**src/rtl/uart_rx_fifo_pkg.sv**
```systemverilog
// Shared UART constants: default word width and FIFO address width used by the receiver,
// the baud-tick generator and the receive FIFO.
package uart_rx_fifo_pkg;

    localparam int unsigned DBIT_DEF   = 8;
    localparam int unsigned ADDR_W_DEF = 4;

    function automatic int unsigned fifo_depth(input int unsigned addr_w);
        return 32'd1 << addr_w;
    endfunction

endpackage

```
**src/rtl/fifo_ctrl.sv**
```systemverilog
// Pointer, occupancy count and empty/full status for the UART receive FIFO.
module fifo_ctrl
    import uart_rx_fifo_pkg::*;
#(
    parameter int unsigned ADDR_W = ADDR_W_DEF
) (
    input  logic              clk,
    input  logic              reset,
    input  logic              wr,
    input  logic              rd,
    output logic              wr_en,
    output logic [ADDR_W-1:0] wr_ptr,
    output logic [ADDR_W-1:0] rd_ptr,
    output logic              empty,
    output logic              full,
    output logic [ADDR_W:0]   count
);

    localparam logic [ADDR_W:0] FullCount = {1'b1, {ADDR_W{1'b0}}};

    logic [ADDR_W-1:0] wr_ptr_q, rd_ptr_q;
    logic [ADDR_W:0]   count_q, count_d;
    logic              empty_q, full_q;
    logic              rd_en;

    // A full FIFO still accepts a write when the same cycle pops the head.
    assign wr_en = wr & (~full_q | rd);
    assign rd_en = rd & ~empty_q;

    always_comb begin
        count_d = count_q;
        unique case ({wr_en, rd_en})
            2'b10:   count_d = count_q + 1'b1;
            2'b01:   count_d = count_q - 1'b1;
            default: count_d = count_q;
        endcase
    end

    always_ff @(posedge clk) begin
        if (reset) begin
            wr_ptr_q <= '0;
            rd_ptr_q <= '0;
            count_q  <= '0;
            empty_q  <= 1'b1;
            full_q   <= 1'b0;
        end else begin
            if (wr_en) wr_ptr_q <= wr_ptr_q + 1'b1;
            if (rd_en) rd_ptr_q <= rd_ptr_q + 1'b1;
            count_q <= count_d;
            empty_q <= (count_d == '0);
            full_q  <= (count_d == FullCount);
        end
    end

    assign wr_ptr = wr_ptr_q;
    assign rd_ptr = rd_ptr_q;
    assign empty  = empty_q;
    assign full   = full_q;
    assign count  = count_q;

endmodule

```
**src/rtl/uart_rx_fifo.sv**
```systemverilog
// First-word-fall-through receive FIFO behind a UART receiver.
// Sticky overrun flag (ovr/clr_ovr) is built only with UART_RX_FIFO_OVR_EN defined.
module uart_rx_fifo
    import uart_rx_fifo_pkg::*;
#(
    parameter int unsigned DBIT   = DBIT_DEF,
    parameter int unsigned ADDR_W = ADDR_W_DEF
) (
    input  logic              clk,
    input  logic              reset,
    input  logic              rx_done_tick,
    input  logic [DBIT-1:0]   din,
    input  logic              rd,
    output logic [DBIT-1:0]   dout,
    output logic              empty,
    output logic              full,
`ifdef UART_RX_FIFO_OVR_EN
    input  logic              clr_ovr,
    output logic              ovr,
`endif
    output logic [ADDR_W:0]   count
);

    localparam int unsigned Depth = fifo_depth(ADDR_W);

    logic [DBIT-1:0]   mem_q [Depth];
    logic              wr_en;
    logic [ADDR_W-1:0] wr_ptr, rd_ptr;

    fifo_ctrl #(
        .ADDR_W (ADDR_W)
    ) u_ctrl (
        .clk    (clk),
        .reset  (reset),
        .wr     (rx_done_tick),
        .rd     (rd),
        .wr_en  (wr_en),
        .wr_ptr (wr_ptr),
        .rd_ptr (rd_ptr),
        .empty  (empty),
        .full   (full),
        .count  (count)
    );

    always_ff @(posedge clk) begin
        if (reset) begin
            for (int i = 0; i < Depth; i++) mem_q[i] <= '0;
        end else if (wr_en) begin
            mem_q[wr_ptr] <= din;
        end
    end

    assign dout = mem_q[rd_ptr];

`ifdef UART_RX_FIFO_OVR_EN
    logic ovr_q;
    logic drop;

    assign drop = rx_done_tick & full & ~rd;

    // Set beats clear so a drop is never lost to a simultaneous clear.
    always_ff @(posedge clk) begin
        if (reset)        ovr_q <= 1'b0;
        else if (drop)    ovr_q <= 1'b1;
        else if (clr_ovr) ovr_q <= 1'b0;
    end

    assign ovr = ovr_q;
`endif

endmodule

```
**config.mk**
```make
export PLATFORM = sky130hd
export DESIGN_NAME = uart_rx_fifo
export DESIGN_NICKNAME = d
export VERILOG_FILES = /design/src/rtl/uart_rx_fifo_pkg.sv /design/src/rtl/fifo_ctrl.sv /design/src/rtl/uart_rx_fifo.sv
export SDC_FILE = /design/constraint.sdc
export NUM_CORES = 1
export LEC_CHECK = 0
export CAP_MARGIN = 20
export CORE_UTILIZATION = 61
export DETAILED_ROUTE_END_ITERATION = 7
export PLACE_DENSITY = 0.88
export SLEW_MARGIN = 20
export SYNTH_ARGS = -nofsm -noshare
export SYNTH_HDL_FRONTEND = slang
export SYNTH_SLANG_ARGS = --single-unit
export TNS_END_PERCENT = 20
```
**constraint.sdc**
```tcl
create_clock -name clk -period 3.6 [get_ports clk]
set_input_delay 1.08 -clock clk [delete_from_list [all_inputs] [get_ports clk]]
set_output_delay 1.08 -clock clk [all_outputs]
set_load 0.02 [all_outputs]
```
# ---- Word level (Yosys, flattened, before mapping)
# Memories as Yosys holds them, arrays and structs flattened. A register that Yosys moved wholly into a read port is not among the register bits.
# Index checks and enable logic that the tools add are counted.
dict set report totals {
  latchBits 0
  out_inout_bits 15
  wordCells 31
  in_bits 12
  mem_bits_ro 0
  ram_bits 128
  reg_bits 15
  n_memories 1
}
# memory words width read_ports rd_clocked_by_memory_dff wr line
set memory_table {}
lappend memory_table {mem_q 16 8 1 1 16 uart_rx_fifo.sv:26} ;# logic [DBIT-1:0] mem_q [Depth];
dict set report op_classes {
  magnitude_cmp 0
  n_shift 0
  muxes 11
  n_div 0
  mul 0
  reduce_logical 2
  n_eq_ne 3
  n_addsub 4
  bitwise_logic 5
}
# operator n
set op_table {}
lappend op_table {{4-bit two-way mux} 3}
lappend op_table {{5-bit one-hot mux with 2 select lines} 1}
lappend op_table {{4-bit by 1-bit adder with 4-bit output, second input constant} 2}
lappend op_table {{8-bit two-way mux} 1}
lappend op_table {{8-bit OR reduction} 1}
lappend op_table {{1-bit two-way mux} 6}
lappend op_table {{5-bit by 1-bit adder with 5-bit output, second input constant} 1}
lappend op_table {{5-bit == test, second input constant} 1}
lappend op_table {{5-bit logical NOT} 1}
lappend op_table {{5-bit by 1-bit subtractor with 5-bit output, second input constant} 1}
lappend op_table {{1-bit bitwise AND} 2}
lappend op_table {{2-bit by 1-bit == test with 1-bit output, second input constant} 1}
lappend op_table {{2-bit == test, second input constant} 1}
lappend op_table {{1-bit NOT} 2}
lappend op_table {{1-bit OR} 1}

# ---- Logic depth before layout (Yosys ltp)
# Gate-level depths: netlist of run 1.
dict set report logic_depth {
  word_depth 8
  mapped_depth 12
  ltp_nobuf 11
}

# ---- Cells and area by module
# A second synthesis of run 1 with hierarchy kept.
dict set report hier_totals {
  cells_unflattened 472
  area_unflattened_um2 6771.5
}
# module instances area_per_inst_um2 seq_area_each_um2 cells_per_inst
set by_module_without_submodules {}
lappend by_module_without_submodules {uart_rx_fifo 1 5861.9 3843.7 375}
lappend by_module_without_submodules {fifo_ctrl 1 909.6 300.3 97}

# ---- Worst setup path before layout of run 1
# No wires, ideal clock.
dict set report synth_path {
  path_type {input to register}
  from {input port rd}
  to {register u_ctrl.empty_q, in the netlist u_ctrl.empty}
  setup_time_ns 0.076
  path_stages 11
  arrival_time_ns 3.046
  n_path_buf 2
  path_slack_ns 0.479
  path_cell_list {nor2b_1 -> clkbuf_1 -> ha_1 -> clkbuf_1 -> xor2_1 -> ha_1 -> o21a_1 -> o21ai_0 -> o32ai_1 -> nor3_1 -> a21boi_0}
}
dict set report synth_via {
  elab_chain_cells 5
  elab_cells_between_ends 7
  classes_between {eq/ne (2); mux (1); bitwise (3); reduce/logical (1)}
}
# item line
set synth_lines {}
lappend synth_lines {{from (decl)} uart_rx_fifo.sv:13} ;# input logic rd,
lappend synth_lines {{1-bit OR} fifo_ctrl.sv:27} ;# assign wr_en = wr & (~full_q | rd);
lappend synth_lines {{1-bit bitwise AND} fifo_ctrl.sv:27}
lappend synth_lines {{2-bit by 1-bit == test with 1-bit output / 2-bit == test (equally long branches)} fifo_ctrl.sv:32} ;# unique case ({wr_en, rd_en})
lappend synth_lines {{5-bit one-hot mux with 2 select lines (*)} fifo_ctrl.sv:32}
lappend synth_lines {{5-bit logical NOT (*)} fifo_ctrl.sv:50} ;# empty_q <= (count_d == '0);
lappend synth_lines {{to (signal assigned)} fifo_ctrl.sv:50}
lappend synth_lines {{to (decl)} fifo_ctrl.sv:23} ;# logic empty_q, full_q;
# Every way passes the cells marked *; elsewhere a longest branch is shown, timed or not.
# A chain may end at the register's enable or synchronous reset.

==> out/metrics.cfg, run 1 <==
[outcome]
outcome=complete, no violations

[global_routing]
grt_pass1_wl_um=22830
grt_overflow=0
track_usage=0.2784
grt_max_degree=33
grt_antenna_before_repair=1
grt_pass1_vias=4065

[placement]
port_buffers=26
gp_congestion=0.7836
preCtsSetupSlack_ns=0.01392
hpwl_um=9511
dp_cells=623

[worst_setup_path]
rr_startpoint=u_ctrl.full
rrSetupSlack_ns=1.19
reg2regPathDepth=11
required_ns=2.52
crit_path_end_kind=primary output
crit_fanout=16
start_kind=register
regToRegEndpoint=u_ctrl.empty
arrival_ns=2.49
cp-endpoint=dout[0]
path_class=reg -> out
crit_slowest_cell=mux4_1
crit_chain=buf_12, mux4_1, mux4_2, dlygate4sd2_1
max_stage_delay_ns=0.64

[drt]
wl_per_cell_um=23.35
remaining_drc_errors=0
drt_wl_total_um=15340
firstDrtPassIters=5
vias=4125
ant_nets=0
dr.first_iter.drc_count=388
vias_per_cell=6.279

[power]
ir_drop_v=0.0003490
totalPowerFinal_uw=4640
powerDensity_mw_per_mm2=579.6
p_leak_uw=0.003025

[synthesis]
synth_edf_count=128
yosys_most_used_dff=edfxtp_1
synth-simple-area-share=0.1614
synth_mux_area_frac=0.1518
ys_warn_count=0
synth_compound_area_frac=0.02288
synth_fa_ha_area_frac=0.01634
synth_nets=479
postSynth.asyncResetShare=0
synth_area_sq_mm=0.006892
synth-xor-area-share=0.01271
ys_ff_latch=147
ys_seq_area_frac=0.6129
synth_cell_types=39
synth_area_per_cell_sq_um=15.05
synth_top_family_by_area=simple AND/OR/NAND/NOR gates
syn_inst=458

[clock_network]
cts_sinks=147
clk_latency_ns=0.41
cts_max_path_buffers=2
cts_setup_buffers=0
cts_htree_levels=4
root_buffer=clkbuf_16
cts_inserted_buffers=17
cts_tree=done
path_clk_slew_ns=0.06

[sta]
period_minus_slack_ns=3.569
fin_setup_tns_ns=0
post-route-worst-setup-slack_ns=0.03051
fin_crit_sh=0.9915
max_freq_mhz=280.2
slew_viol_final=0
setup_viol=0
skew_ns=0.005977
rsz0062_at_grt=false
hold_viol_final=0
timing.slew.headroom=0.5487
tightest_slew_ns=0.6748

[floorplan]
die_x_um=108.3
rows=38
ios=27
die_area_sq_mm=0.01173
die_height_um=108.3
initial_core_util=0.6302
core-area_sq_mm=0.01094

[run]
cap_violations=0

[final_layout]
final_net_count=524
layout_common_cells=128 x and2_1, 128 x edfxtp_1, 26 x nor2_1, 22 x buf_4
final_cells=657
nFillCells=624
drive_above_1_share=0.1550
syn_to_final_growth_pct=16.16

[hold_path]
min_path_type=reg -> reg

[repair_timing]
item	4_1_cts	5_1_grt
resized for setup	17	3
gates cloned	1	0
endpoints found under the setup margin	8	3
hold buffers	0	0
pin swaps	0	0
[cell usage after synthesis (2+ instances only)]
master | instances | share of area
nand2b_1 | 2 | 0.0018
nor2b_1 | 2 | 0.0018
mux4_2 | 12 | 0.039
o21ai_0 | 14 | 0.010
mux4_1 | 28 | 0.11
o21a_1 | 3 | 0.0033
xnor2_1 | 3 | 0.0038
nor2_1 | 26 | 0.014
ha_1 | 9 | 0.016
buf_1 | 2 | 0.0011
clkbuf_1 | 18 | 0.0098
a21boi_0 | 2 | 0.0022
nand2_1 | 11 | 0.0060
buf_6 | 3 | 0.0049
or3_1 | 2 | 0.0018
inv_1 | 6 | 0.0033
nand4_1 | 2 | 0.0018
and2_1 | 128 | 0.12
nand3_1 | 2 | 0.0015
nor3_1 | 5 | 0.0036
xor2_1 | 7 | 0.0089
or2_2 | 4 | 0.0036
a21oi_1 | 3 | 0.0022
edfxtp_1 | 128 | 0.56
dfxtp_1 | 19 | 0.055
mux2i_1 | 4 | 0.0058
[cells by family after synthesis]
| group | after synthesis |
|---|---|
| flops | 147 |
| simple gates | 191 |
| buf+inv | 31 |
| compound gates | 26 |
| xor+xnor | 10 |
| mux | 44 |
| fa+ha+maj | 9 |
[final cells by class]
class,instances,area (sq um),share of cell area
tap,140,175.2,0.02188
antenna,1,2.502,0.0003126
clock buffer,22,474.2,0.05924
timing repair buffer,51,484.2,0.06049
sequential,147,4228,0.5281
inverter,6,22.52,0.002813
clock inverter,10,132.6,0.01657
multi-input combinational,280,2486,0.3106
[layer usage]
layer	global-route usage	wire length, um	vias to the layer above
met5	0	0	-
met1	0.3466	5945	2074
met2	0.4713	7819	222
met3	0.06932	1188	38
li1	-	-	1791
met4	0.1062	390	0
[power breakdown]
group / internal, uW / switching [uW] / leakage [uW]
clock network: 1140 / 662 / 0.000292
registers: 1950 / 76.6 / 0.00148
logic: 397 / 412 / 0.00125
[per-stage QoR]
| step | hold WS [ns] | area [sq um] | util |
|---|---|---|---|
| 2_1_floorplan | 0.4817 | 6892 | - |
| 3_3_place_gp | 0.5057 | 7403 | 0.6770 |
| 3_5_place_dp | 0.5130 | 7403 | 0.6770 |
| 4_1_cts | 0.5206 | 8009 | 0.7324 |
| 5_1_grt | 0.5477 | 8003 | 0.7318 |
| 6_report | 0.5118 | 8005 | 0.7320 |
[how the worst min path moves through the flow]
stage,startpoint,end,slack (ns),cells after the start
final,u_ctrl.wr_ptr[1],u_ctrl.wr_ptr[1],0.51,2
after global routing,u_ctrl.wr_ptr[1],u_ctrl.wr_ptr[1],0.55,2
after CTS,u_ctrl.wr_ptr[1],u_ctrl.wr_ptr[1],0.52,2
after detailed placement,u_ctrl.wr_ptr[1],u_ctrl.wr_ptr[1],0.51,2
after global placement,u_ctrl.wr_ptr[1],u_ctrl.wr_ptr[1],0.51,2
after floorplan,u_ctrl.wr_ptr[1],u_ctrl.wr_ptr[1],0.48,2
[worst max-delay path: cells and delay by family, from the launching register on]
family | cells | cell delay [ns]
buffers and inverters | 2 | 0.53
flip-flops | 1 | 0.40
multiplexers | 2 | 1.14
[registers in the layout (all words and copies together), names as in the netlist, named ones only]
signal,flops
u_ctrl.wr_ptr,4
u_ctrl.count,5
mem_q,128
u_ctrl.empty,1
u_ctrl.rd_ptr,4
u_ctrl.full,1
Power figures use the tool's default switching activity.
==> inputs of run 2 (changes only) <==
--- a/config.mk
+++ b/config.mk
@@ -7,6 +7,7 @@
 export LEC_CHECK = 0
 export CAP_MARGIN = 20
 export CORE_UTILIZATION = 61
+export CTS_CLUSTER_DIAMETER = 150
 export DETAILED_ROUTE_END_ITERATION = 7
 export PLACE_DENSITY = 0.88
 export SLEW_MARGIN = 20
==> results of run 2 <==
Final layout, timing and power as in run 1 (identical DEF).
